File: config.mk
export PLATFORM = sky130hd
export DESIGN_NAME = cacheline_adaptor
export DESIGN_NICKNAME = d
export VERILOG_FILES = /design/src/rtl/cacheline_adaptor.sv
export SDC_FILE = /design/constraint.sdc
export NUM_CORES = 1
export LEC_CHECK = 0
export CORE_ASPECT_RATIO = 1.4
export CORE_MARGIN = 2
export CORE_UTILIZATION = 50
export CTS_BUF_LIST = sky130_fd_sc_hd__clkbuf_8 sky130_fd_sc_hd__clkbuf_16
export DETAILED_ROUTE_END_ITERATION = 6
export PLACE_DENSITY = 0.81
export SYNTH_ARGS = -nofsm -noshare
export SYNTH_HDL_FRONTEND = slang
export SYNTH_SLANG_ARGS = --single-unit
File: constraint.sdc
create_clock -name clk -period 27 [get_ports clk]
set_input_delay 5.4 -clock clk [delete_from_list [all_inputs] [get_ports clk]]
set_output_delay 5.4 -clock clk [all_outputs]
set_load 0.03 [all_outputs]
File: src/rtl/cacheline_adaptor.sv
// ----------------------------------------------------------------------------
// cacheline_adaptor
//
// Bridges a cache controller that moves whole lines (32*WORDS bits) to a
// memory that moves one 32-bit beat per acknowledged cycle.
//
//   IDLE  : wait for read_i (line fill) or write_i (write-back); read wins.
//   READ  : read_o high; each resp_i=1 cycle captures burst_i into the next
//           word of the fill buffer.
//   WRITE : write_o high; burst_o presents the current word of the latched
//           line; each resp_i=1 cycle advances to the next word.
//   DONE  : single-cycle resp_o pulse, then back to IDLE.
//
// Ports
//   clk, rst            clock, asynchronous active-high reset
//   address_i           byte address of the requested line
//   read_i, write_i     fill / write-back requests from the cache controller
//   line_i              write-back line (word k = bits [32k+31:32k])
//   line_o              last completed fill
//   resp_o, err_o       completion pulse, timeout flag (valid with resp_o)
//   address_o           line-aligned memory address (0 while idle)
//   read_o, write_o     memory burst strobes
//   burst_i, burst_o    memory read beat / write beat
//   resp_i              memory beat acknowledge
//
// Optional feature: define CACHELINE_ADAPTOR_TIMEOUT_EN to add a stall
// counter; TIMEOUT_CYCLES consecutive unacknowledged cycles in READ or WRITE
// end the burst through DONE with err_o=1. Without it, err_o is tied low and
// a burst waits indefinitely for its beats.
// ----------------------------------------------------------------------------
module cacheline_adaptor #(
    parameter int WORDS          = 4,
    parameter int TIMEOUT_CYCLES = 256
) (
    input  logic                  clk,
    input  logic                  rst,
    input  logic [31:0]           address_i,
    input  logic                  read_i,
    input  logic                  write_i,
    input  logic [32*WORDS-1:0]   line_i,
    output logic [32*WORDS-1:0]   line_o,
    output logic                  resp_o,
    output logic                  err_o,
    output logic [31:0]           address_o,
    output logic                  read_o,
    output logic                  write_o,
    input  logic [31:0]           burst_i,
    output logic [31:0]           burst_o,
    input  logic                  resp_i
);

    localparam int CNT_W  = $clog2(WORDS);
    localparam int OFFS_W = CNT_W + 2;
    localparam logic [CNT_W-1:0] LAST_WORD = CNT_W'(WORDS - 1);

    typedef enum logic [1:0] {
        IDLE  = 2'd0,
        READ  = 2'd1,
        WRITE = 2'd2,
        DONE  = 2'd3
    } state_t;

    state_t                 state_reg, state_next;
    logic [CNT_W-1:0]       cnt_reg, cnt_next;
    logic [31:OFFS_W]       addr_reg;
    logic [32*WORDS-1:0]    wline_reg;

    logic                   latch_addr;
    logic                   latch_line;
    logic                   beat;
    logic                   fill_done;

    // The byte offset inside a line never reaches memory.
    logic                   unused_addr_bits;
    assign unused_addr_bits = ^address_i[OFFS_W-1:0];

`ifdef CACHELINE_ADAPTOR_TIMEOUT_EN
    localparam int STALL_W = $clog2(TIMEOUT_CYCLES + 1);
    localparam logic [STALL_W-1:0] STALL_LAST = STALL_W'(TIMEOUT_CYCLES - 1);

    logic [STALL_W-1:0]     stall_reg;
    logic                   err_reg;
    logic                   timeout_hit;
`else
    // Parameter kept referenced so both builds share one interface.
    localparam int unused_timeout = TIMEOUT_CYCLES;
`endif

    // ------------------------------------------------------------------
    // Next-state logic
    // ------------------------------------------------------------------
    always_comb begin
        state_next = state_reg;
        cnt_next   = cnt_reg;
        latch_addr = 1'b0;
        latch_line = 1'b0;
        beat       = 1'b0;
        fill_done  = 1'b0;
`ifdef CACHELINE_ADAPTOR_TIMEOUT_EN
        timeout_hit = 1'b0;
`endif
        case (state_reg)
            IDLE: begin
                if (read_i) begin
                    state_next = READ;
                    latch_addr = 1'b1;
                end else if (write_i) begin
                    state_next = WRITE;
                    latch_addr = 1'b1;
                    latch_line = 1'b1;
                end
            end
            READ, WRITE: begin
                if (resp_i) begin
                    beat = 1'b1;
                    if (cnt_reg == LAST_WORD) begin
                        cnt_next   = '0;
                        state_next = DONE;
                        fill_done  = (state_reg == READ);
                    end else begin
                        cnt_next = cnt_reg + 1'b1;
                    end
                end
`ifdef CACHELINE_ADAPTOR_TIMEOUT_EN
                else if (stall_reg == STALL_LAST) begin
                    // Abandon the burst; line_o keeps the previous fill.
                    cnt_next    = '0;
                    state_next  = DONE;
                    timeout_hit = 1'b1;
                end
`endif
            end
            DONE: begin
                state_next = IDLE;
            end
            default: begin
                state_next = IDLE;
                cnt_next   = '0;
            end
        endcase
    end

    // ------------------------------------------------------------------
    // State, counter and request latches
    // ------------------------------------------------------------------
    always_ff @(posedge clk or posedge rst) begin
        if (rst) begin
            state_reg <= IDLE;
            cnt_reg   <= '0;
            addr_reg  <= '0;
            wline_reg <= '0;
        end else begin
            state_reg <= state_next;
            cnt_reg   <= cnt_next;
            if (latch_addr) begin
                addr_reg <= address_i[31:OFFS_W];
            end
            if (latch_line) begin
                wline_reg <= line_i;
            end
        end
    end

`ifdef CACHELINE_ADAPTOR_TIMEOUT_EN
    // Counts consecutive unacknowledged cycles of the current burst.
    always_ff @(posedge clk or posedge rst) begin
        if (rst) begin
            stall_reg <= '0;
            err_reg   <= 1'b0;
        end else begin
            if ((state_reg == READ || state_reg == WRITE) && !resp_i && !timeout_hit) begin
                stall_reg <= stall_reg + 1'b1;
            end else begin
                stall_reg <= '0;
            end
            // Set on the cycle entering DONE, so it is high only during DONE.
            err_reg <= timeout_hit;
        end
    end

    assign err_o = err_reg;
`else
    assign err_o = 1'b0;
`endif

    // ------------------------------------------------------------------
    // Fill buffer and output line, one slice per word. The final beat is
    // taken straight from burst_i, so it needs no buffer slot; line_o only
    // changes when a whole fill completes.
    // ------------------------------------------------------------------
    genvar gi;
    generate
        for (gi = 0; gi < WORDS; gi++) begin : g_word
            logic [31:0] line_word_reg;

            if (gi < WORDS - 1) begin : g_buf
                logic [31:0] fill_word_reg;

                always_ff @(posedge clk or posedge rst) begin
                    if (rst) begin
                        fill_word_reg <= '0;
                    end else if (beat && state_reg == READ && cnt_reg == CNT_W'(gi)) begin
                        fill_word_reg <= burst_i;
                    end
                end

                always_ff @(posedge clk or posedge rst) begin
                    if (rst) begin
                        line_word_reg <= '0;
                    end else if (fill_done) begin
                        line_word_reg <= fill_word_reg;
                    end
                end
            end else begin : g_last
                always_ff @(posedge clk or posedge rst) begin
                    if (rst) begin
                        line_word_reg <= '0;
                    end else if (fill_done) begin
                        line_word_reg <= burst_i;
                    end
                end
            end

            assign line_o[32*gi +: 32] = line_word_reg;
        end
    endgenerate

    // ------------------------------------------------------------------
    // Outputs decoded from state; reset forces IDLE, which drives them low.
    // ------------------------------------------------------------------
    assign read_o    = (state_reg == READ);
    assign write_o   = (state_reg == WRITE);
    assign resp_o    = (state_reg == DONE);
    assign address_o = (state_reg == IDLE) ? 32'h0 : {addr_reg, {OFFS_W{1'b0}}};
    assign burst_o   = (state_reg == WRITE) ? wline_reg[{cnt_reg, 5'd0} +: 32] : 32'h0;

endmodule

==> results.md <==
- The deepest clock path buffer count is 3.
- The number of routed nets with antenna violations is 0.
- The overall track demand over capacity in global routing is between 20% and 30%.
- In this run the biggest area consumer among cell types represents between 60% and 70% of the synthesized area.
- Measured in cells, the most critical reg-to-reg path has a length of 6.
- The CTS sink count is roughly 380.
- The residual overflow from global routing is 0.
- Detailed placement ended at an HPWL of ~23000 um.
- After clock tree synthesis, the clock-pin slew on the worst setup and hold paths is 0.06 ns.
- The die span in y is roughly 210 um.
- STA puts the critical path data arrival time at 2.93 ns.
- In this run the standard cell core region covers 0.0313 sq mm.
- After detailed routing, the number of vias per cell comes to roughly 5.3.
- The number of H-tree levels is 2.
- The cell internal power dissipation is approximately 1.7 mW.
- Post-CTS repair changed the size of 0 cells.
- The startpoint of the worst-slack reg-to-reg timing path is state_reg[0].
- The proportion of layout cells with a drive suffix above 1 is between 30 and 40%.
- The post-detailed-route wirelength per cell is around 20 um.
- The kind of end point of the critical path is a primary output.
- The max-slew headroom at the worst pin is between 10% and 20%.
- Once the floorplan was initialized, standard cells occupied slightly above 50% of the core.
- The final net count is ~1500.
- The synthesis-to-layout area growth is 33.0%.
- The global placement routability congestion is roughly 0.80.
- Ranked by total cell area, the synthesized netlist is headed by sky130_fd_sc_hd__dfrtp_1 (61%), sky130_fd_sc_hd__mux2_2 (27%), sky130_fd_sc_hd__mux4_2 (4.0%).
- The max-cap check violation count is 0.
- The number of warnings printed during yosys synthesis is 0.
- The synthesized design spends more area on one cell type than any other, namely sky130_fd_sc_hd__dfrtp_1.
- The initialized floorplan defines 77 standard-cell rows.
- Counting distinct cell types in the post-synthesis netlist gives 26.
- The startpoint identified for the worst hold timing path is wline_reg[34].
- The number of synthesized flops with an enable pin is 0.
- The source-to-sink clock delay at the later pin of the worst-skew pair is approximately 0.53 ns.
- The worst path uses 30.9% of the clock period.
- The largest clock skew in the final design is between 0.01 and 0.015 ns.
- The worst setup path category is reg -> out.
- The final worst slack is 18.67 ns.
- Summing the sequential cell areas from Yosys gives 60.9% of the chip area.
- Entering global routing, the biggest net connects about 150 pins.
- The total power of the final layout is about 2.6 mW.
- In the synthesized netlist the dominant register cell turns out to be sky130_fd_sc_hd__dfrtp_1.
- The switching power of the nets is between 800 and 900 uW.
- The hold-fix buffer count after cts is 0.
- At the end of the flow the core is filled with cells to roughly 67%.
- The number of buffers inserted by port buffering is 383.
- In the routed design, unresolved DRC markers number 0.
- The number of max-slew violations in the final report is 0.
- The proportion of total power due to net switching is approximately a third.
- The power per standard cell area is about 120 mW/mm^2.
- The wire length of the first global-routing pass is between 50000 and 60000 um.
- The CTS root buffer is sky130_fd_sc_hd__clkbuf_16.
- In this run, the number of DRC markers left after iteration 0 of detailed routing was roughly 280.
- The path type of the worst min-delay path is reg -> reg.
- Summed over all failing endpoints, the final setup total negative slack is 0 ns.
- The flow ran to the end, and the final reports show no timing, DRC or antenna violations.
- STA classifies the critical path startpoint as a flop.
- The detailed-route via count is 9205.
- The first-pass iteration count of the detailed router is 4.
- In this run the mean area of a mapped cell was 16.6 sq um.
- The total count of hold-check failures in the final report is 0.
- Synthesis handed over a netlist of around 950 instances.
- The total length of routed wires is about 34000 um.
- approximately 390 I/O pins were placed.
- After synthesis the cells add up to between 0.015 and 0.02 sq mm.
- The highest ir drop seen on vdd is 72.6 uV.
- The post-CTS setup buffer count is 0.
- Setup repair after global routing left no endpoint under its margin.
- The share of total power in the clock network is between 20% and 30%.
- The setup violation total in the final timing report is 0.
- The analysis attributes to cell leakage a power of 9.38 nW.
- Derived from the worst setup path, the maximum achievable clock frequency is around 120 MHz.
- The count of fill cells added during filler insertion is approximately 2200.
- STA puts the critical path data required time at between 20 and 25 ns.
- Of all nets on the critical path, the largest fanout is 37.
- TritonCTS built the clock tree.
- For the pin with the worst max-slew slack, the measured transition is roughly 1.2 ns.
- Of all flip-flops after synthesis, the portion carrying an async set or reset was between 90% and 100%.
- The area of the die is about 0.033 sq mm.
- The clock buffer count from CTS is 37.
- In this run the horizontal extent of the chip is 154 um.
- The initial antenna violation count came to 3.
- The minimum period implied by the final worst setup slack is ~8.3 ns.
- The relative contribution of sequential cells to total power is about 38%.
- The launch point of the worst path is cnt_reg[0].
- The cell depth of the worst min-delay path is 1.
- The flip-flop and latch count after synthesis is approximately 380.
- The relative contribution of combinational cells to total power is a little over two fifths.
- The number of global-route vias before repair was a little over 10000.
- The post-placement setup slack is roughly 19 ns.
cell usage in the layout, fill, tap and decap left out, types with 2 or more instances in the layout:
| cell | synthesis | final |
|---|---|---|
| sky130_fd_sc_hd__clkbuf_8 | 0 | 5 |
| sky130_fd_sc_hd__mux2i_1 | 3 | 3 |
| sky130_fd_sc_hd__conb_1 | 1 | 5 |
| sky130_fd_sc_hd__dfrtp_1 | 384 | 383 |
| sky130_fd_sc_hd__buf_4 | 9 | 10 |
| sky130_fd_sc_hd__and2_1 | 32 | 32 |
| sky130_fd_sc_hd__diode_2 | 0 | 2 |
| sky130_fd_sc_hd__nand3_2 | 0 | 3 |
| sky130_fd_sc_hd__clkbuf_16 | 0 | 39 |
| sky130_fd_sc_hd__nor2b_1 | 28 | 28 |
| sky130_fd_sc_hd__inv_1 | 5 | 14 |
| sky130_fd_sc_hd__ha_1 | 9 | 9 |
| sky130_fd_sc_hd__mux4_2 | 28 | 28 |
| sky130_fd_sc_hd__clkinv_2 | 0 | 4 |
| sky130_fd_sc_hd__nand2_1 | 3 | 3 |
| sky130_fd_sc_hd__clkdlybuf4s50_1 | 0 | 383 |
| sky130_fd_sc_hd__mux2_2 | 381 | 381 |
| sky130_fd_sc_hd__bufinv_16 | 0 | 5 |
| sky130_fd_sc_hd__mux4_1 | 4 | 4 |
per-stage QoR:
step                hold WS, ns  std cells  area (sq um)
floorplan                 0.470        952         15800
CTS                       0.498       1746         21000
global route              0.508       1748         21000
global placement          0.479       1681         19700
detailed placement        0.484       1681         19700
finish                    0.494       1748         21000
per-layer routing:
layer | vias to the layer above | part of all wire [%] | track usage [%]
li1 | 4120 | - | -
met1 | 4725 | 38 | 24.0
met2 | 292 | 52 | 37.0
met3 | 66 | 7.1 | 6.20
met4 | 2 | 3.4 | 8.35
met5 | - | 0.038 | 0
power by group through the flow:
stage	clock [mW]	sequential (mW)	combinational (mW)
detailed placement	0	0.977	1.09
CTS	0.549	0.968	1.09
floorplan	0	1.08	0.588
global placement	0	0.957	1.07
global route	0.571	0.999	1.14
finish	0.536	0.966	1.08
logic make-up after synthesis:
family                     after synthesis  share of synthesized area [%]
muxes                                  416                           32.0
DFF                                    384                           60.9
and+or+nand+nor                         70                           2.73
buffers and inverters                   64                           3.40
adders and majority gates                9                          0.714
AOI/OAI and AO/OA                        4                          0.182
other                                    1                         0.0238
critical path: stages (launching register included):
cell and delay, ns:
sky130_fd_sc_hd__dfrtp_2 0.35, sky130_fd_sc_hd__buf_4 0.56, sky130_fd_sc_hd__mux4_1 0.68, sky130_fd_sc_hd__and2_1 0.18, sky130_fd_sc_hd__clkdlybuf4s50_1 0.61
worst paths after layout:
kind | end | slack [ns]
worst max-delay path | burst_o[31] | 18.67
worst max register to register | wline_reg[26] | 23.59
worst min-delay path | wline_reg[34] | 0.49
min in group asynchronous | g_word[3].line_word_reg[24] | 5.44
worst min register to register | wline_reg[34] | 0.49
max in group asynchronous | cnt_reg[0] | 19.75
synth_stat cells, drive strengths merged, types with 3 or more instances:
| cell | n |
|---|---|
| nand2 | 3 |
| mux2i | 3 |
| clkbuf | 7 |
| ha | 9 |
| inv | 5 |
| mux4 | 32 |
| buf | 52 |
| nand3 | 3 |
| nor2b | 28 |
| and2 | 32 |
| dfrtp | 384 |
| mux2 | 381 |
cell type report:
type / count / area [sq um] / share of cell area [%]
tap: 395 / 494 / 2.36
antenna: 2 / 5.00 / 0.0238
clock buffer: 44 / 1040 / 4.98
sequential: 384 / 9610 / 45.8
multi-input combinational: 504 / 5670 / 27.0
clock inverter: 21 / 225 / 1.07
inverter: 5 / 26.3 / 0.125
timing repair buffer: 393 / 3910 / 18.6
(Power assumes the default switching activity.)
